### src/rtl/square_iter.sv
// Iterative MSB-first shift-add squarer, Q = A*A, one root bit per cycle.
// Define SQUARE_ITER_ROOTCHECK_EN to add the T input, root_ok output and CHECK state.
module square_iter #(
  parameter int IN_W  = 8,
  parameter int OUT_W = 2 * IN_W
) (
  input  logic             clk,
  input  logic             rst_,
  input  logic             start,
  input  logic [IN_W-1:0]  A,
`ifdef SQUARE_ITER_ROOTCHECK_EN
  input  logic [OUT_W-1:0] T,
  output logic             root_ok,
`endif
  output logic             busy,
  output logic             done,
  output logic [OUT_W-1:0] Q
);

  localparam int CNT_W = (IN_W > 1) ? $clog2(IN_W) : 1;

  typedef enum logic [1:0] {
    S_IDLE  = 2'd0,
    S_BUSY  = 2'd1,
`ifdef SQUARE_ITER_ROOTCHECK_EN
    S_CHECK = 2'd2,
`endif
    S_DONE  = 2'd3
  } state_t;

  state_t           state_q, state_d;
  logic [IN_W-1:0]  opa_q, opa_d;
  logic [OUT_W-1:0] acc_q, acc_d;
  logic [CNT_W-1:0] cnt_q, cnt_d;
  logic [OUT_W-1:0] q_q, q_d;
  logic [OUT_W-1:0] opa_ext;

  assign opa_ext = OUT_W'(opa_q);

`ifdef SQUARE_ITER_ROOTCHECK_EN
  logic [OUT_W-1:0] t_q, t_d;
  logic             ok_q, ok_d;
  logic [OUT_W:0]   nxt;

  // (A+1)^2 = A^2 + 2A + 1, one extra bit so it never wraps
  assign nxt = {1'b0, acc_q}
             + ((OUT_W+1)'(opa_q) << 1)
             + (OUT_W+1)'(1);
`endif

  always_comb begin
    state_d = state_q;
    opa_d   = opa_q;
    acc_d   = acc_q;
    cnt_d   = cnt_q;
    q_d     = q_q;
`ifdef SQUARE_ITER_ROOTCHECK_EN
    t_d     = t_q;
    ok_d    = ok_q;
`endif
    unique case (1'b1)
      (state_q == S_IDLE): begin
        if (start) begin
          opa_d   = A;
          acc_d   = '0;
          cnt_d   = CNT_W'(IN_W - 1);
`ifdef SQUARE_ITER_ROOTCHECK_EN
          t_d     = T;
`endif
          state_d = S_BUSY;
        end
      end
      (state_q == S_BUSY): begin
        acc_d = (acc_q << 1)
              + (opa_q[cnt_q] ? opa_ext : '0);
        cnt_d = cnt_q - 1'b1;
        if (cnt_q == '0) begin
          cnt_d   = '0;
          q_d     = acc_d;
`ifdef SQUARE_ITER_ROOTCHECK_EN
          state_d = S_CHECK;
`else
          state_d = S_DONE;
`endif
        end
      end
`ifdef SQUARE_ITER_ROOTCHECK_EN
      (state_q == S_CHECK): begin
        ok_d    = (acc_q <= t_q)
               && ({1'b0, t_q} < nxt);
        state_d = S_DONE;
      end
`endif
      (state_q == S_DONE): begin
        state_d = S_IDLE;
      end
      default: begin
        state_d = S_IDLE;
      end
    endcase
  end

  always_ff @(posedge clk) begin
    if (!rst_) begin
      state_q <= S_IDLE;
      opa_q   <= '0;
      acc_q   <= '0;
      cnt_q   <= '0;
      q_q     <= '0;
`ifdef SQUARE_ITER_ROOTCHECK_EN
      t_q     <= '0;
      ok_q    <= 1'b0;
`endif
    end else begin
      state_q <= state_d;
      opa_q   <= opa_d;
      acc_q   <= acc_d;
      cnt_q   <= cnt_d;
      q_q     <= q_d;
`ifdef SQUARE_ITER_ROOTCHECK_EN
      t_q     <= t_d;
      ok_q    <= ok_d;
`endif
    end
  end

`ifdef SQUARE_ITER_ROOTCHECK_EN
  assign busy    = (state_q == S_BUSY)
                || (state_q == S_CHECK);
  assign root_ok = ok_q;
`else
  assign busy    = (state_q == S_BUSY);
`endif
  assign done    = (state_q == S_DONE);
  assign Q       = q_q;

endmodule

### config.mk
export PLATFORM = sky130hd
export DESIGN_NAME = square_iter
export DESIGN_NICKNAME = d
export VERILOG_FILES = /design/src/rtl/square_iter.sv
export SDC_FILE = /design/constraint.sdc
export NUM_CORES = 1
export LEC_CHECK = 0
export ABC_AREA = 1
export BUFFER_PORTS_ARGS = -buffer_cell sky130_fd_sc_hd__buf_4
export CAP_MARGIN = 20
export CORE_MARGIN = 3
export CORE_UTILIZATION = 55
export DETAILED_ROUTE_END_ITERATION = 10
export HOLD_SLACK_MARGIN = 0.06
export PLACE_DENSITY = 0.84
export SKIP_LAST_GASP = 1
export SLEW_MARGIN = 20
export SYNTH_ARGS = -nofsm -noshare
export SYNTH_HDL_FRONTEND = slang
export SYNTH_SLANG_ARGS = --single-unit
### constraint.sdc
create_clock -name clk -period 7 [get_ports clk]
set_clock_uncertainty 0.05 [all_clocks]
set_input_delay 0.35 -clock clk [delete_from_list [all_inputs] [get_ports clk]]
set_output_delay 0.35 -clock clk [all_outputs]
set_load 0.005 [all_outputs]
==> flow_summary.toml, run 1 <==
[setup_path]
endpoint_kind = "register"
rrSetupSlack_ns = 4.40
required_ns = 7.15
startpoint_type = "register"
cpPeakStageDelay_ns = 0.42
worstPathArrival_ns = 2.75
slowest_stage = "dfxtp_1"
worstPathCellList = "inv_1 > o21ai_0 > nand3_1 > nand2_1 > nor2_1 > ha_1 > fa_1 > nand3_1 > nand2_1 > nand3_1 > nand2_2 > nand3b_1 > nand3_1 > nand2_1 > inv_1"
reg2reg_to = "Q[15]"
cp_common_cell = "nand3_1"
crit_path_start = "cnt_q[0]"
crit_end = "Q[15]"
reg2reg_depth = 15
critical-path-top-delay-family = "simple AND/OR/NAND/NOR gates"
cp.buffers_inverters = 2
path_depth = 15
crit_fanout = 7
crit_type = "reg -> reg"
worstReg2RegStart = "cnt_q[0]"

[sta]
setup-tns-final_ns = 0
setup_violations = 0
tightest_slew_ns = 0.7970
fmaxAchievable_mhz = 384.6
max_slew_margin_pct = 46.81
hold_viol_final = 0
rsz0062_at_grt = "no"
whs_ns = 0.2179
period_share_pct = 37.15
fin_crit_ns = 2.600
maxSlewViolCount = 0

[power_and_ir_drop]
combinationalPowerShare_pct = 18.3
p_switching_mw = 0.1632
sequentialPowerShare_pct = 48.3
leakage_nw = 1.286
peakVddDrop_uv = 120.0
p_sw_share_pct = 28.30
p_total_mw = 0.5766
power.share.clock_pct = 33.4
internal-power_mw = 0.4134
p_per_area_mw_per_mm2 = 216.5

[routing]
num_vias = 2127
ant_nets = 0
first_pass_iters = 4
wl_per_cell_um = 12.73
totalWireLength_um = 5207
vias_per_cell = 5.200
drc_errors = 0
dr.first_iter.drc_count = 115

[die]
rows = 23
die_area_mm2 = 0.005060
core_area_mm2 = 0.004058
io-pin-count = 29
die_w_um = 71.14
die_h_um = 71.14
start_util_pct = 57.51

[synthesis]
syn-cell-area_mm2 = 0.002333
syn_nets = 353
yosysWarnings = 0
ys_ff_latch = 44
ys_seq_area_share_pct = 37.75
synth_cell_types = 31
synth_cells = 332
postSynthAreaPerCell_um2 = 7.029

[finish]
drive_above_1_share_pct = 15.32
design_area_mm2 = 0.002664
fillers = 379
n_antenna_cell = 0
register_area_um2 = 880.8
fin_nets = 379
multi_input_area_mm2 = 0.001219
area_delta_synth_final_pct = 14.16

[grt]
overflow = 0
grt_util_all_layers_pct = 22.45
grt_pass1_wl_um = 9080
grt_max_degree = 27
antenna_found_initial = 0
grt_pass1_vias = 2009

[outcome]
status = "finished, final reports clean"

[cts]
clock_latency_ns = 0.30
cts_resized = 0
cts_tree = "done"
clock-sinks = 44
cts_setup_buffers = 0
cts_buffer_depth = 2
htreeDepth = 2
cts_root_buffer = "clkbuf_8"
cts_buffers = 5
postCtsHoldBufs = 0
clk_pin_slew_ns = 0.08

[place]
gp_congestion = 0.8536
dp_hpwl_um = 3836
numPortBuffers = 28
post_dp_cell_area_mm2 = 0.002556

[min_path]
hold_path.class = "in -> reg"
min_from = "A[0]"
min_path_cells = 3

[job]
maxCapViolCount = 0
synth_stat cells:
cell | n | area, µm²
inv_1 | 45 | 168.9
nand2_1 | 91 | 341.6
nand3_2 | 1 | 10.01
clkbuf_1 | 2 | 7.510
nand3b_1 | 4 | 30.03
nor2_4 | 1 | 11.26
nor2_2 | 5 | 31.28
nand2_2 | 3 | 18.77
buf_4 | 3 | 22.52
nand4_1 | 2 | 12.51
o211ai_1 | 2 | 15.01
buf_2 | 4 | 20.02
nor3_2 | 1 | 10.01
dfxtp_1 | 44 | 880.8
o21bai_1 | 6 | 45.04
nor3_1 | 1 | 5.000
nor2_1 | 13 | 48.80
or2_0 | 1 | 6.260
ha_1 | 9 | 112.6
o21ai_0 | 21 | 105.1
o21a_1 | 3 | 22.52
a21oi_1 | 29 | 145.1
a21oi_2 | 4 | 35.03
inv_2 | 3 | 11.26
fa_1 | 1 | 20.02
nand2_4 | 2 | 22.52
nand3_1 | 24 | 120.1
a221oi_1 | 1 | 8.760
clkinv_1 | 1 | 3.750
a21o_1 | 2 | 15.01
xor2_1 | 3 | 26.28
sequential cells by signal (all words and copies together), names as in the netlist:
name / flops
state_q: 2
opa_q: 8
cnt_q: 3
acc_q: 15
Q: 16
power by group through the flow:
| stage | logic (mW) | registers, mW | clock network (mW) |
|---|---|---|---|
| finish | 0.105 | 0.279 | 0.193 |
| global route | 0.120 | 0.281 | 0.206 |
| CTS | 0.106 | 0.279 | 0.196 |
| detailed placement | 0.106 | 0.285 | 0 |
| global placement | 0.103 | 0.284 | 0 |
| floorplan | 0.0728 | 0.283 | 0 |
stage by stage:
stage	instances	setup slack (ns)	util (%)
final	409	4.400	65.65
after global routing	409	4.098	65.65
after CTS	409	4.399	65.65
after detailed placement	401	4.415	63.00
after global placement	401	4.552	63.00
after floorplan	332	4.672	-
worst reg2reg max path: stages, from the launching register on:
cell,delay [ns]
dfxtp_1,0.42
inv_1,0.13
o21ai_0,0.18
nand3_1,0.14
nand2_1,0.21
nor2_1,0.07
ha_1,0.21
fa_1,0.42
nand3_1,0.10
nand2_1,0.10
nand3_1,0.11
nand2_2,0.07
nand3b_1,0.10
nand3_1,0.08
nand2_1,0.09
inv_1,0.03
cells by family after synthesis:
group	Yosys count	synth area share (%)
AOI/OAI and AO/OA	68	16.78
xor gates and xnor gates	3	1.126
adders and majority gates	10	5.684
buffers and inverters	58	10.03
DFF	44	37.75
and+or+nand+nor	149	28.63
layout by cell type, fill, tap and decap left out, types with 4 or more instances in the layout:
cell,instances
nand3b_1,4
buf_4,28
nand2_1,91
inv_1,45
nand3_1,24
clkbuf_8,5
a21oi_1,29
o21bai_1,6
nor2_2,5
a21oi_2,4
nor2_1,13
dfxtp_1,44
ha_1,9
o21ai_0,21
worst min path at each step:
stage,endpoint,slack [ns]
after floorplan,opa_q[3],0.39
after global placement,Q[3],0.41
after detailed placement,Q[3],0.41
after CTS,opa_q[0],0.22
after global routing,opa_q[0],0.25
final,opa_q[0],0.22
per-layer routing:
| layer | vias to the layer above | global-route usage [%] | share of wire, % |
|---|---|---|---|
| li1 | 1111 | - | - |
| met1 | 964 | 27.84 | 44 |
| met2 | 45 | 39.34 | 50 |
| met3 | 7 | 3.977 | 5.4 |
| met4 | 0 | 7.307 | 1.2 |
| met5 | - | 0 | 0 |
final cells by class:
| class | count | area share, % |
|---|---|---|
| repair buffers | 28 | 7.891 |
| inverters | 49 | 6.905 |
| multi-input cells | 230 | 45.75 |
| flip-flops and latches | 44 | 33.07 |
| well taps | 50 | 2.349 |
| clock buffers | 6 | 2.724 |
| clock inverters | 2 | 1.315 |
Power figures use the tool's default switching activity.
==> inputs of run 2 (changes only) <==
==> constraint.sdc (replaced) <==
create_clock -name clk -period 2.41 [get_ports clk]
set_clock_uncertainty 0.05 [all_clocks]
set_input_delay 0.1205 -clock clk [delete_from_list [all_inputs] [get_ports clk]]
set_output_delay 0.1205 -clock clk [all_outputs]
set_load 0.005 [all_outputs]
==> run 2 against run 1 <==
Against the previous run:
- the run now ends with negative setup slack left
- cell area increased by 8.0%
- count of clock-buffer cells in the layout unchanged
- critical endpoint is now acc_q[5]
- hold slack got worse by 0.16 ns
- utilization increased by 5.3 points
- cell count increased by 2.0%
- global-route usage decreased by 0.059 points
==> flow_summary.toml, run 2 (synthesis results as in run 1) <==
[outcome]
status = "finished, violations left"
violations = "negative setup slack"

[setup_path]
worstPathArrival_ns = 2.63
crit_fanout = 6
startpoint_type = "register"
crit_type = "reg -> reg"
crit_path_start = "cnt_q[1]"
worstReg2RegStart = "cnt_q[1]"
endpoint_kind = "register"
required_ns = 2.58

[cts]
cts_buffer_depth = 2
clock-sinks = 44
clk_pin_slew_ns = 0.07
cts_buffers = 5
htreeDepth = 2
clock_latency_ns = 0.30
cts_root_buffer = "clkbuf_8"
cts_tree = "done"

[routing]
num_vias = 2232
totalWireLength_um = 5811
dr.first_iter.drc_count = 132
ant_nets = 0
drc_errors = 0
vias_per_cell = 5.353
wl_per_cell_um = 13.94
first_pass_iters = 4

[sta]
hold_viol_final = 0
maxSlewViolCount = 0
setup_violations = 2
setup_ws_ns = -0.05064
tightest_slew_ns = 0.4710
rsz0062_at_grt = "yes"
period_share_pct = 102.1
fmaxAchievable_mhz = 406.4
max_slew_margin_pct = 68.53
fin_crit_ns = 2.461

[grt]
grt_util_all_layers_pct = 22.39
grt_pass1_wl_um = 9052
grt_pass1_vias = 2102
antenna_found_initial = 0
overflow = 0
grt_max_degree = 27

[finish]
area_delta_synth_final_pct = 23.32
n_antenna_cell = 0
largest_reg_flops = 16
layout_common_cells = "79 x nand2_1, 43 x inv_1, 42 x dfxtp_1"
design_area_mm2 = 0.002878
fin_nets = 388
layout_commonest_cell = "nand2_1"
drive_above_1_share_pct = 25.61

[min_path]
hold_path.class = "in -> reg"
min_from = "A[6]"

[place]
gp_congestion = 0.9119
numPortBuffers = 28
dp_hpwl_um = 3817
preCtsSetupSlack_ns = -0.03961
post_dp_cell_area_mm2 = 0.002601

[die]
rows = 23
start_util_pct = 57.51
die_area_mm2 = 0.005060
io-pin-count = 29
die_h_um = 71.14
die_w_um = 71.14
core_area_mm2 = 0.004058

[power_and_ir_drop]
leakage_nw = 1.301
p_per_area_mw_per_mm2 = 575.8
peakVddDrop_uv = 423.7

[job]
maxCapViolCount = 0
-- run 2: changes by cell type in the layout (fill, tap and decap cells not counted), moves of 3 or more --
cell and change:
a21oi_2 +3, nor2_1 -5, nand2_2 +12, ha_4 +5, nor2_4 +5, buf_4 +6
ha_1 -6, a21oi_1 -3, nand2_1 -12
-- run 2: cell type report --
class                      count  area, µm²
timing repair buffer          37      290.3
multi-input combinational    230       1375
clock buffer                   6      72.57
fill                         313       1180
clock inverter                 1      5.005
sequential                    44      885.9
tap                           50      62.56
inverter                      49      186.4
-- run 2: metrics by stage --
stage	TNS [ns]	instances	hold WS, ns	power [mW]	utilization, %
2_1_floorplan	0	332	0.2054	1.033	-
3_3_place_gp	0	407	0.2936	1.149	64.11
3_5_place_dp	-0.1367	407	0.2998	1.157	64.11
4_1_cts	0	416	0.06015	1.588	66.54
5_1_grt	-2.441	417	0.08236	1.746	70.92
6_report	-0.08283	417	0.06134	1.657	70.92
-- run 2: per-layer routing --
| layer | global-route usage, % | part of all wire, % | vias to the layer above |
|---|---|---|---|
| met1 | 25.62 | 43 | 1030 |
| met4 | 8.142 | 2.4 | 0 |
| li1 | - | - | 1128 |
| met2 | 40.78 | 51 | 59 |
| met5 | 0 | 0 | - |
| met3 | 4.688 | 4.2 | 15 |
-- run 2: path summary, 6_finish.rpt --
kind / to / slack, ns / cells past startpoint
hold / removal: opa_q[6] / 0.06 / 3
setup reg to reg: acc_q[5] / -0.05 / 13
hold reg to reg: Q[3] / 0.42 / 2
setup / recovery: acc_q[5] / -0.05 / 13
-- run 2: timing repair --
item,4_1_cts,5_1_grt
setup buffers,0,1
hold buffers,2,0
resized for setup,1,46
endpoints found under the setup margin,15,23
endpoints found under the hold margin,2,0
pin swaps,0,12
-- run 2: where the power goes --
group / internal [mW] / switching, mW / leakage (nW) / total (mW)
logic: 0.171 / 0.236 / 0.901 / 0.407
clock network: 0.197 / 0.236 / 0.0410 / 0.434
registers: 0.778 / 0.0382 / 0.360 / 0.817
total: 1.15 / 0.510 / 1.30 / 1.66
-- run 2: critical path, stage by stage (launching register included) --
cell     delay (ns)
dfxtp_2        0.37
inv_1          0.09
a21oi_1        0.13
o21ai_1        0.09
nand3_1        0.14
nand2_2        0.09
buf_8          0.15
nor2_1         0.16
ha_4           0.25
a21oi_1        0.23
nand2_2        0.14
xor2_1         0.26
nand2_1        0.10
a21oi_1        0.13
==> inputs of run 3 (changes only) <==
--- a/config.mk
+++ b/config.mk
@@ -9,10 +9,12 @@
 export BUFFER_PORTS_ARGS = -buffer_cell sky130_fd_sc_hd__buf_4
 export CAP_MARGIN = 20
 export CORE_MARGIN = 3
-export CORE_UTILIZATION = 55
+export CORE_UTILIZATION = 45
 export DETAILED_ROUTE_END_ITERATION = 10
 export HOLD_SLACK_MARGIN = 0.06
-export PLACE_DENSITY = 0.84
+export MAX_ROUTING_LAYER = met4
+export PLACE_DENSITY = 0.72
+export REMOVE_ABC_BUFFERS = 1
 export SKIP_LAST_GASP = 1
 export SLEW_MARGIN = 20
 export SYNTH_ARGS = -nofsm -noshare
==> run 3 against run 2 <==
Against the previous run:
- hold slack got worse by 0.0019 ns
- cell count increased by 5.0%
- clock power grew 4.6%
- global-route usage shrank 2.7 points
- non-clock buffer count grew 4
- first-iteration DRC count up 15%
- wire length is 1.4% lower
- the flow now finishes without violations
- utilization is 11 points lower
- highest routed layer unchanged
- largest power group unchanged
- combinational power is 2% lower
==> flow_summary.toml, run 3 (synthesis results as in run 1) <==
[outcome]
status = "finished, final reports clean"

[setup_path]
reg2reg_to = "Q[8]"
cp_common_cell = "nand2_1"
critical-path-top-delay-family = "simple AND/OR/NAND/NOR gates"
slowest_stage = "dfxtp_4"
worstPathCellList = "inv_1 > a21oi_1 > o21ai_1 > nand3_1 > nand2_2 > buf_4 > nor2_2 > ha_4 > nand2_1 > nand2_1 > nand2_1 > nand2_1 > inv_2 > nand3b_1 > nand2_1 > nand2_1 > o211ai_1 > inv_1"
worstPathArrival_ns = 2.42
cpPeakStageDelay_ns = 0.38
crit_type = "reg -> reg"
cp.buffers_inverters = 4
crit_fanout = 6
startpoint_type = "register"
reg2reg_depth = 18
required_ns = 2.56
endpoint_kind = "register"
worstReg2RegStart = "cnt_q[1]"
rrSetupSlack_ns = 0.13

[sta]
fin_crit_ns = 2.275
rsz0062_at_grt = "yes"
tightest_slew_ns = 0.4806
setup_violations = 0
fmaxAchievable_mhz = 439.5
hold_viol_final = 0
max_slew_margin_pct = 67.88
period_share_pct = 94.41
setup_ws_ns = 0.1347
whs_ns = 0.05945
maxSlewViolCount = 0

[finish]
layout_commonest_cell = "nand2_1"
layout_common_cells = "83 x nand2_1, 42 x dfxtp_1, 40 x inv_1"
area_delta_synth_final_pct = 24.72
largest_reg_flops = 16
design_area_mm2 = 0.002910
fin_nets = 392
n_antenna_cell = 0
drive_above_1_share_pct = 26.42

[die]
die_w_um = 78.01
die_area_mm2 = 0.006086
core_area_mm2 = 0.004880
die_h_um = 78.01
start_util_pct = 47.82
io-pin-count = 29
rows = 25

[place]
gp_congestion = 0.9651
numPortBuffers = 28
post_dp_cell_area_mm2 = 0.002615
preCtsSetupSlack_ns = -0.1170
dp_hpwl_um = 3789

[grt]
grt_util_all_layers_pct = 19.71
grt_pass1_wl_um = 9280
antenna_found_initial = 0
overflow = 0
grt_max_degree = 27
grt_pass1_vias = 2104

[cts]
cts_tree = "done"
clk_pin_slew_ns = 0.08
cts_buffer_depth = 2
clock_latency_ns = 0.30
htreeDepth = 2
cts_root_buffer = "clkbuf_8"
clock-sinks = 44
cts_buffers = 5

[routing]
dr.first_iter.drc_count = 152
wl_met3_um = 323
wl_per_cell_um = 13.09
totalWireLength_um = 5732
topRoutingLayerUsed = "met4"
ant_nets = 0
vias_per_cell = 5.018
first_pass_iters = 4
num_vias = 2198
drc_errors = 0
met2WireLength_um = 2729
met1_length_um = 2550

[power_and_ir_drop]
p_per_area_mw_per_mm2 = 573.5
peakVddDrop_uv = 273.4
leakage_nw = 1.320
p_total_mw = 1.669

[min_path]
hold_path.class = "in -> reg"
min_from = "A[1]"
min_to = "opa_q[1]"
min_path_cells = 3

[job]
maxCapViolCount = 0
run 3: changes by cell type in the layout (fill, tap and decap cells not counted), sizes merged:
cell         delta
clkbuf          -1
dlygate4sd3     +2
clkinvlp        +1
buf             +2
run 3: repair_timing:
item                                    CTS  global route
cloned                                    0             0
setup buffers                             0             4
hold buffers                              4             0
hold endpoints to repair                  4             0
endpoints found under the setup margin   15            23
pin swaps                                 0             9
resized for setup                         5            40
run 3: layer usage:
layer	up-vias	GRT usage, %
met1	995	23.80
met5	-	-
met2	55	31.68
met3	11	4.817
li1	1137	-
met4	0	8.042
run 3: how the worst max path moves through the flow:
stage	start	to	slack [ns]	cells past startpoint
after CTS	cnt_q[0]	Q[13]	0.005	18
after floorplan	cnt_q[0]	Q[13]	0.08	15
after global routing	cnt_q[0]	Q[8]	-0.07	18
final	cnt_q[1]	Q[8]	0.13	18
after global placement	cnt_q[0]	Q[13]	-0.008	15
after detailed placement	cnt_q[0]	Q[11]	-0.12	16
run 3: power breakdown:
| part | switching (mW) | total [mW] | internal (mW) |
|---|---|---|---|
| logic | 0.230 | 0.398 | 0.168 |
| clock network | 0.258 | 0.454 | 0.196 |
| registers | 0.0384 | 0.817 | 0.778 |
run 3: final cells by class:
cell class	instances	area [µm²]
multi-input combinational	230	1353
fill	480	1969
inverter	49	186.4
sequential	44	888.4
clock inverter	2	12.51
tap	67	83.83
timing repair buffer	41	317.8
clock buffer	5	68.82
run 3: through the flow:
step / setup TNS [ns] / instances / utilization [%]
floorplan: 0 / 323 / -
global placement: -0.009193 / 423 / 53.59
detailed placement: -0.8011 / 423 / 53.59
CTS: 0 / 434 / 56.31
global route: -0.4678 / 438 / 59.64
finish: 0 / 438 / 59.64
run 3: worst reg2reg max path, stage by stage (launching register included):
cell      delay [ns]
dfxtp_4         0.38
inv_1           0.08
a21oi_1         0.13
o21ai_1         0.08
nand3_1         0.10
nand2_2         0.08
buf_4           0.17
nor2_2          0.13
ha_4            0.24
nand2_1         0.07
nand2_1         0.07
nand2_1         0.06
nand2_1         0.07
inv_2           0.08
nand3b_1        0.09
nand2_1         0.08
nand2_1         0.06
o211ai_1        0.09
inv_1           0.06
